$ cat src/rtl/daq_fifo_readout.sv
// daq_fifo_readout
// Read-side controller for the 16 channel sample FIFOs and the L1A/sample
// header FIFO. For each queued event it pops one header, then drains
// WPS*(SAMP_MAX+1) rows from all channel FIFOs. The event leaves as a 16-bit
// valid/ready stream: 4 header words, 16 data words per row, 1 trailer word.
// All outputs are registered, so there is no combinational path from
// DOUT_READY to any output.

module daq_fifo_readout #(
  parameter int WPS    = 6,
  parameter int RD_LAT = 1
) (
  input  logic         CLK40,
  input  logic         srst,
  input  logic         RDY,
  input  logic [43:0]  L1A_SMP_OUT,
  input  logic [191:0] DOUT_16CH,
  input  logic [6:0]   SAMP_MAX,
  output logic         L1A_RD_EN,
  output logic [15:0]  RD_ENA,
  output logic [15:0]  DOUT,
  output logic         DOUT_VALID,
  input  logic         DOUT_READY,
  output logic         DOUT_SOF,
  output logic         DOUT_EOF,
  output logic         BUSY,
  output logic [15:0]  EVT_CNT
);

  typedef enum logic [2:0] {
    S_IDLE  = 3'd0,
    S_HWAIT = 3'd1,
    S_HDR   = 3'd2,
    S_DRD   = 3'd3,
    S_DWAIT = 3'd4,
    S_DOUT  = 3'd5,
    S_TRL   = 3'd6
  } state_t;

  // The header pop is registered, so it is seen by the FIFO one cycle after
  // leaving IDLE; the header wait therefore spans RD_LAT+1 cycles. The data
  // pop is issued while in DRD itself, so the data wait spans RD_LAT cycles.
  localparam logic [1:0] HW_LAST = 2'(RD_LAT);
  localparam logic [1:0] DW_LAST = 2'(RD_LAT - 1);

  state_t         r_state;
  state_t         w_next;
  logic [6:0]     r_nsmp;
  logic [43:0]    r_hdr;
  logic [1:0]     r_wait;
  logic [1:0]     r_hidx;
  logic [3:0]     r_ch;
  logic [191:0]   r_shift;
  logic [9:0]     r_rd_cnt;
  logic [15:0]    r_wcnt;
  logic [15:0]    r_evt_cnt;
  logic           r_l1a_rd_en;
  logic [15:0]    r_rd_ena;
  logic [15:0]    r_dout;
  logic           r_valid;
  logic           r_sof;
  logic           r_eof;
  logic           r_busy;

  logic           w_accept;
  logic [9:0]     w_rd_tgt;
  logic           w_last_read;

  // Header word selector; H0 is built straight from the FIFO output so the
  // first word is ready in the same cycle the header is captured.
  function automatic logic [15:0] hdr_word(input logic [1:0] idx, input logic [43:0] hdr);
    logic [15:0] w;
    case (idx)
      2'd0:    w = {4'hA, hdr[23:12]};
      2'd1:    w = {4'hA, hdr[11:0]};
      2'd2:    w = {4'hA, hdr[35:24]};
      2'd3:    w = {4'hA, hdr[43:36], 4'h0};
      default: w = 16'h0000;
    endcase
    return w;
  endfunction

  assign w_accept    = r_valid & DOUT_READY;
  // Largest target is 6*128 = 768, which fits the 10-bit read counter.
  assign w_rd_tgt    = 10'(WPS) * ({3'b000, r_nsmp} + 10'd1);
  assign w_last_read = (r_rd_cnt == w_rd_tgt);

  // State register.
  always_ff @(posedge CLK40 or posedge srst) begin
    if (srst) begin
      r_state <= S_IDLE;
    end else begin
      r_state <= w_next;
    end
  end

  // Next-state decode.
  always_comb begin
    w_next = r_state;
    case (r_state)
      S_IDLE: begin
        if (RDY) w_next = S_HWAIT;
        else     w_next = S_IDLE;
      end
      S_HWAIT: begin
        if (r_wait == HW_LAST) w_next = S_HDR;
        else                   w_next = S_HWAIT;
      end
      S_HDR: begin
        if (w_accept && (r_hidx == 2'd3)) w_next = S_DRD;
        else                              w_next = S_HDR;
      end
      S_DRD: begin
        w_next = S_DWAIT;
      end
      S_DWAIT: begin
        if (r_wait == DW_LAST) w_next = S_DOUT;
        else                   w_next = S_DWAIT;
      end
      S_DOUT: begin
        if (w_accept && (r_ch == 4'hF)) begin
          if (w_last_read) w_next = S_TRL;
          else             w_next = S_DRD;
        end else begin
          w_next = S_DOUT;
        end
      end
      S_TRL: begin
        if (w_accept) w_next = S_IDLE;
        else          w_next = S_TRL;
      end
      default: begin
        w_next = S_IDLE;
      end
    endcase
  end

  // Datapath, pop pulses and stream output registers; words only change on
  // acceptance so DOUT/SOF/EOF hold while the sink stalls.
  always_ff @(posedge CLK40 or posedge srst) begin
    if (srst) begin
      r_nsmp      <= 7'd0;
      r_hdr       <= 44'd0;
      r_wait      <= 2'd0;
      r_hidx      <= 2'd0;
      r_ch        <= 4'd0;
      r_shift     <= 192'd0;
      r_rd_cnt    <= 10'd0;
      r_wcnt      <= 16'd0;
      r_evt_cnt   <= 16'd0;
      r_l1a_rd_en <= 1'b0;
      r_rd_ena    <= 16'h0000;
      r_dout      <= 16'h0000;
      r_valid     <= 1'b0;
      r_sof       <= 1'b0;
      r_eof       <= 1'b0;
      r_busy      <= 1'b0;
    end else begin
      r_l1a_rd_en <= 1'b0;
      r_rd_ena    <= 16'h0000;
      r_busy      <= (w_next != S_IDLE);
      case (r_state)
        S_IDLE: begin
          r_wait <= 2'd0;
          if (RDY) begin
            r_l1a_rd_en <= 1'b1;
            r_nsmp      <= SAMP_MAX;
          end
        end
        S_HWAIT: begin
          if (r_wait == HW_LAST) begin
            r_hdr   <= L1A_SMP_OUT;
            r_dout  <= hdr_word(2'd0, L1A_SMP_OUT);
            r_valid <= 1'b1;
            r_sof   <= 1'b1;
            r_hidx  <= 2'd0;
          end else begin
            r_wait <= r_wait + 2'd1;
          end
        end
        S_HDR: begin
          if (w_accept) begin
            r_sof <= 1'b0;
            if (r_hidx == 2'd3) begin
              r_valid  <= 1'b0;
              r_rd_ena <= 16'hFFFF;
              r_rd_cnt <= r_rd_cnt + 10'd1;
            end else begin
              r_hidx <= r_hidx + 2'd1;
              r_dout <= hdr_word(r_hidx + 2'd1, r_hdr);
            end
          end
        end
        S_DRD: begin
          r_wait <= 2'd0;
        end
        S_DWAIT: begin
          if (r_wait == DW_LAST) begin
            r_shift <= DOUT_16CH;
            r_dout  <= {4'h0, DOUT_16CH[11:0]};
            r_ch    <= 4'd0;
            r_valid <= 1'b1;
          end else begin
            r_wait <= r_wait + 2'd1;
          end
        end
        S_DOUT: begin
          if (w_accept) begin
            r_wcnt <= r_wcnt + 16'd1;
            if (r_ch == 4'hF) begin
              if (w_last_read) begin
                r_dout <= r_wcnt + 16'd1;
                r_eof  <= 1'b1;
              end else begin
                r_valid  <= 1'b0;
                r_rd_ena <= 16'hFFFF;
                r_rd_cnt <= r_rd_cnt + 10'd1;
              end
            end else begin
              r_ch    <= r_ch + 4'd1;
              r_shift <= r_shift >> 12;
              r_dout  <= {r_ch + 4'd1, r_shift[23:12]};
            end
          end
        end
        S_TRL: begin
          if (w_accept) begin
            r_valid   <= 1'b0;
            r_eof     <= 1'b0;
            r_evt_cnt <= r_evt_cnt + 16'd1;
            r_rd_cnt  <= 10'd0;
            r_wcnt    <= 16'd0;
          end
        end
        default: begin
          r_valid <= 1'b0;
          r_sof   <= 1'b0;
          r_eof   <= 1'b0;
        end
      endcase
    end
  end

  assign L1A_RD_EN  = r_l1a_rd_en;
  assign RD_ENA     = r_rd_ena;
  assign DOUT       = r_dout;
  assign DOUT_VALID = r_valid;
  assign DOUT_SOF   = r_sof;
  assign DOUT_EOF   = r_eof;
  assign BUSY       = r_busy;
  assign EVT_CNT    = r_evt_cnt;

endmodule

$ cat config.mk
export PLATFORM = sky130hd
export DESIGN_NAME = daq_fifo_readout
export DESIGN_NICKNAME = d
export VERILOG_FILES = /design/src/rtl/daq_fifo_readout.sv
export SDC_FILE = /design/constraint.sdc
export NUM_CORES = 1
export LEC_CHECK = 0
export CORE_ASPECT_RATIO = 1.1
export CORE_MARGIN = 2
export CORE_UTILIZATION = 40
export CTS_BUF_LIST = sky130_fd_sc_hd__clkbuf_8
export DETAILED_ROUTE_END_ITERATION = 10
export GPL_TIMING_DRIVEN = 0
export PLACE_DENSITY = 0.74
export SLEW_MARGIN = 20
export SYNTH_ARGS = -nofsm -noshare
export SYNTH_HDL_FRONTEND = slang
export SYNTH_SLANG_ARGS = --single-unit
$ cat constraint.sdc
create_clock -name CLK40 -period 15.7 [get_ports CLK40]
set_clock_uncertainty 0.2 [all_clocks]
set_input_delay 3.14 -clock CLK40 [delete_from_list [all_inputs] [get_ports CLK40]]
set_output_delay 3.14 -clock CLK40 [all_outputs]
set_load 0.05 [all_outputs]
After elaboration in Yosys (flattened, before gate mapping)

Index checks and enable logic that the tools add are counted.

Register bits: 333
Bits in latches: 0
Memory bits (writable): 0
Bits in read-only memories: 0
Bits of input ports: 247
Output and inout port bits: 53
Word-level logic and storage cells: 147
Memories: 0

Add/sub/neg operators: 7
Multiply operators: 1
Divide/modulo/power cells: 0
Order comparisons: 0
Equal/unequal tests: 27
Shifts and indexed selects: 0
Multiplexer cells: 64
Bitwise logic cells: 4
Reductions and logical operators: 27

Operator list:

| operator                | number |
|---|---|
| $mux W192               | 3 |
| $pmux W192 S2           | 1 |
| $mux W16                | 14 |
| $pmux W16 S4            | 2 |
| $pmux W16 S2            | 2 |
| $mux W10                | 6 |
| $add A16 B1 Y16 const B | 2 |
| $pmux W10 S3            | 1 |
| $ne A2 B2 Y1 const B    | 13 |
| $pmux W3 S7             | 1 |
| $mux W1                 | 16 |
| $reduce_and A7 Y1       | 2 |
| $mux W2                 | 6 |
| $mux W4                 | 3 |
| $add A10 B1 Y10 const B | 1 |
| $eq A10 B10 Y1          | 1 |
| $reduce_or A5 Y1        | 2 |
| $eq A3 B3 Y1 const B    | 3 |
| $mul A2 B8 Y9 const A   | 1 |
| $mux W3                 | 3 |
| $reduce_and A3 Y1       | 3 |
| $reduce_and A9 Y1       | 1 |
| $reduce_bool A3 Y1      | 3 |
| $add A7 B1 Y8 const B   | 1 |
| other kinds (24)        | 39 |

Longest topological paths before layout

Depth in word-level cells: 7
Mapped depth: 13
Mapped depth without buffers: 12

Worst setup path before layout

No wires, ideal clock.

Kind: input -> register
Start: input DOUT_READY
End: register r_dout[11], in the netlist DOUT[11]
Library setup time: 0.125 ns
Data arrival time: 4.409 ns
Path slack: 10.966 ns
Stages: 5
Cell sequence: nand2_1 > nor3_1 > nor2_1 > a21oi_4 > mux2_2

Longest elaborated chain between the ends: 3

RTL lines:

| item                          | RTL line | RTL |
|---|---|---|
| start: declaration            | 23       | `input logic DOUT_READY,` |
| $and A1 B1 Y1 *               | 83       | `assign w_accept = r_valid & DOUT_READY;` |
| $ne A2 B2 Y1 (no line)        | -        |  |
| $reduce_and A7 Y1 (no line) * | -        |  |
| end signal: assignment        | 173      | `r_dout <= hdr_word(2'd0, L1A_SMP_OUT);` |
| end signal: assignment        | 190      | `r_dout <= hdr_word(r_hidx + 2'd1, r_hdr);` |
| end signal: assignment        | 200      | `r_dout <= {4'h0, DOUT_16CH[11:0]};` |
| end: declaration              | 59       | `logic [15:0] r_dout;` |

Mark *: on every way between the ends. The rest lies on a longest branch, timed or not.
A chain may end at the register's enable or synchronous reset.

==> metrics.cfg <==
[run_status]
outcome = completed

[timing]
slew_headroom = 0.372
finalWorstSetupSlack_ns = 10.16
setup_tns_ns = 0
clock.fmax_mhz = 181
hold_viol = 0
drv_slew = 0
worst_pin_slew_ns = 0.941
min_period_over_period = 0.353
post-route-min-period_ns = 5.54
hold_slack_ns = 0.269
rsz0062_at_grt = no
setup_viol = 0

[yosys]
synth_area_mm2 = 0.0151
synth_top_area_share = 0.505
ys_warn_count = 0
synth_area_leaders = dfrtp_1 51%, mux2i_1 12%, nand2_1 9.8%
async_flop_share = 1.00
syn_area_per_cell_um2 = 9.57
synth_most_common_cell = nand2_1
yosysSeqAreaShare = 0.505
yosys.area.top_type = dfrtp_1
synthTopCellsByCount = 394 x nand2_1, 306 x dfrtp_1, 247 x o21ai_0
postSynthCellCount = 1583
synth.distinct_cells = 61
synth-seq-cells = 306
synth_edf_count = 0
synthFlopType = dfrtp_1
syn-num-nets = 1848

[setup_path]
r2r_slack_ns = 11.91
cp-end-kind = primary output
critPathTopFamily = buffers and inverters
cp-endpoint = RD_ENA[6]
worstPathArrival_ns = 2.20
critPathLaunch = RD_ENA[14]
cp_max_fo = 16
cp-start-kind = flop
r2r_end = DOUT[3]
crit_path_cell_trace = buf_4 -> clkdlybuf4s50_1
reg2reg_from = r_nsmp[0]
crit_path_max_incr_delay_ns = 0.80
worst-path-stages = 2
path_buf_inv = 2
ff2ff_path_depth = 12
crit_slowest_cell = clkdlybuf4s50_1
critical_path_class = reg -> out
critical_path_required_ns = 12.36

[clock_tree]
postCtsResizedCells = 0
clk_latency_ns = 0.65
cts_tree = built
post_cts_buffers = 0
numCtsBuffers = 54
clkTransAtPathRegs_ns = 0.06
clockBufferDepth = 3
cts_hold_buf = 0
htree_levels = 2
clock_sinks = 306
clockRootBuffer = clkbuf_8

[floorplanning]
start_util = 0.407
num_rows = 74
die_w_um = 190
io_pins = 300
dieArea_mm2 = 0.0394
core_mm2 = 0.0372
die_height_um = 208

[grt]
gr-usage-all-layers = 0.233
grt_pass1_wl_mm = 72.2
antenna_found_initial = 5
grt_max_degree = 101
grt_overflow = 0
grt_pass1_vias = 13300

[power]
p_total_mw = 3.52
p_per_area_mw_per_mm2 = 176
p_leak_nw = 8.93
peakVddDrop_mv = 0.108

[final_layout]
syn2layout_area_growth_pct = 32.4
fill_cells = 3357
nNetsFinal = 2206
drive_gt1_frac = 0.0852

[run]
max_cap_violations = 0

[placed_design]
gp_congestion = 0.933
place_ws_ns = 9.83
io_buffers = 299
dp_hpwl_mm = 34.6

[routing]
drt_iter0_markers = 901
drt-vias-per-instance = 5.27
ant_nets = 0
firstDrtPassIters = 7
drc = 0
wirelength_mm = 46.1
post_drt_wl_per_cell_um = 18.6
vias = 13100

[hold_path]
hp-class = reg -> reg

power breakdown:
group / total, mW / switching (mW) / leakage (nW) / internal (mW)
Clock: 0.810 / 0.354 / 0.651 / 0.456
Combinational: 1.41 / 0.835 / 4.40 / 0.572
Sequential: 1.30 / 0.203 / 3.89 / 1.10
per-stage QoR:
| step | area, µm² | std cells | util |
|---|---|---|---|
| finish | 20100 | 2480 | 0.539 |
| global route | 20000 | 2477 | 0.539 |
| CTS | 20000 | 2477 | 0.539 |
| detailed placement | 18800 | 2379 | 0.506 |
| global placement | 18800 | 2376 | 0.504 |
| floorplan | 15100 | 1583 | - |
tightest hold or removal path, stage by stage, from the launching register on:
cell     delay, ns
dfrtp_1       0.33
nand2_1       0.05
nand2_1       0.06
flip-flops by register name, indices dropped and copies added, names as in the netlist:
register	cells
BUSY	1
RD_ENA	1
DOUT	16
DOUT_VALID	1
DOUT_EOF	1
r_nsmp	7
r_wait	2
r_hdr	44
r_hidx	2
EVT_CNT	16
r_rd_cnt	10
r_ch	4
r_wcnt	16
DOUT_SOF	1
L1A_RD_EN	1
r_shift	180
r_state	3
per-layer routing:
metal / wire length, µm / vias up / GRT usage / part of all wire
li1: - / 6182 / - / -
met1: 18300 / 6274 / 0.282 / 0.40
met2: 22100 / 519 / 0.392 / 0.48
met3: 4230 / 97 / 0.0714 / 0.092
met4: 1380 / 6 / 0.0805 / 0.030
met5: 40 / - / 0 / 0.00087
final cells by class:
cell class	count	area, µm²	area share
Tap cell	494	618	0.0308
Inverter	25	101	0.00505
Multi-Input combinational cell	1138	6860	0.342
Buffer	114	536	0.0267
Antenna cell	3	7.51	0.000374
Timing Repair Buffer	302	3080	0.153
Clock inverter	27	218	0.0109
Sequential cell	306	7660	0.382
Clock buffer	71	977	0.0487
worst min path at each step:
stage                   start        end  cells past startpoint
global placement    r_hdr[18]  r_hdr[18]                      2
global route        r_hdr[37]  r_hdr[37]                      2
detailed placement  r_hdr[17]  r_hdr[17]                      2
floorplan           r_hdr[12]  r_hdr[12]                      2
finish              r_hdr[17]  r_hdr[17]                      2
CTS                 r_hdr[17]  r_hdr[17]                      2
cell families after synthesis:
| kind of cell | share of synthesized area |
|---|---|
| and+or+nand+nor | 0.141 |
| buffers and inverters | 0.0415 |
| AOI/OAI and AO/OA | 0.142 |
| DFF | 0.505 |
| xor gates and xnor gates | 0.0278 |
| adders and majority gates | 0.0149 |
| muxes | 0.128 |
cell usage in the layout (no fill, tap or decap), types with 18 or more instances in the layout:
cell,synthesis,final
a21oi_1,27,27
xnor2_1,33,33
clkdlybuf4s50_1,0,299
nand2_1,394,394
ha_1,18,18
buf_2,31,31
nor2_1,39,39
inv_1,24,32
dfrtp_1,306,306
nand3_1,21,21
clkbuf_1,60,60
clkbuf_8,0,71
o21ai_0,247,247
mux2i_1,181,181
No activity file was read; power rests on OpenSTA's default activity.
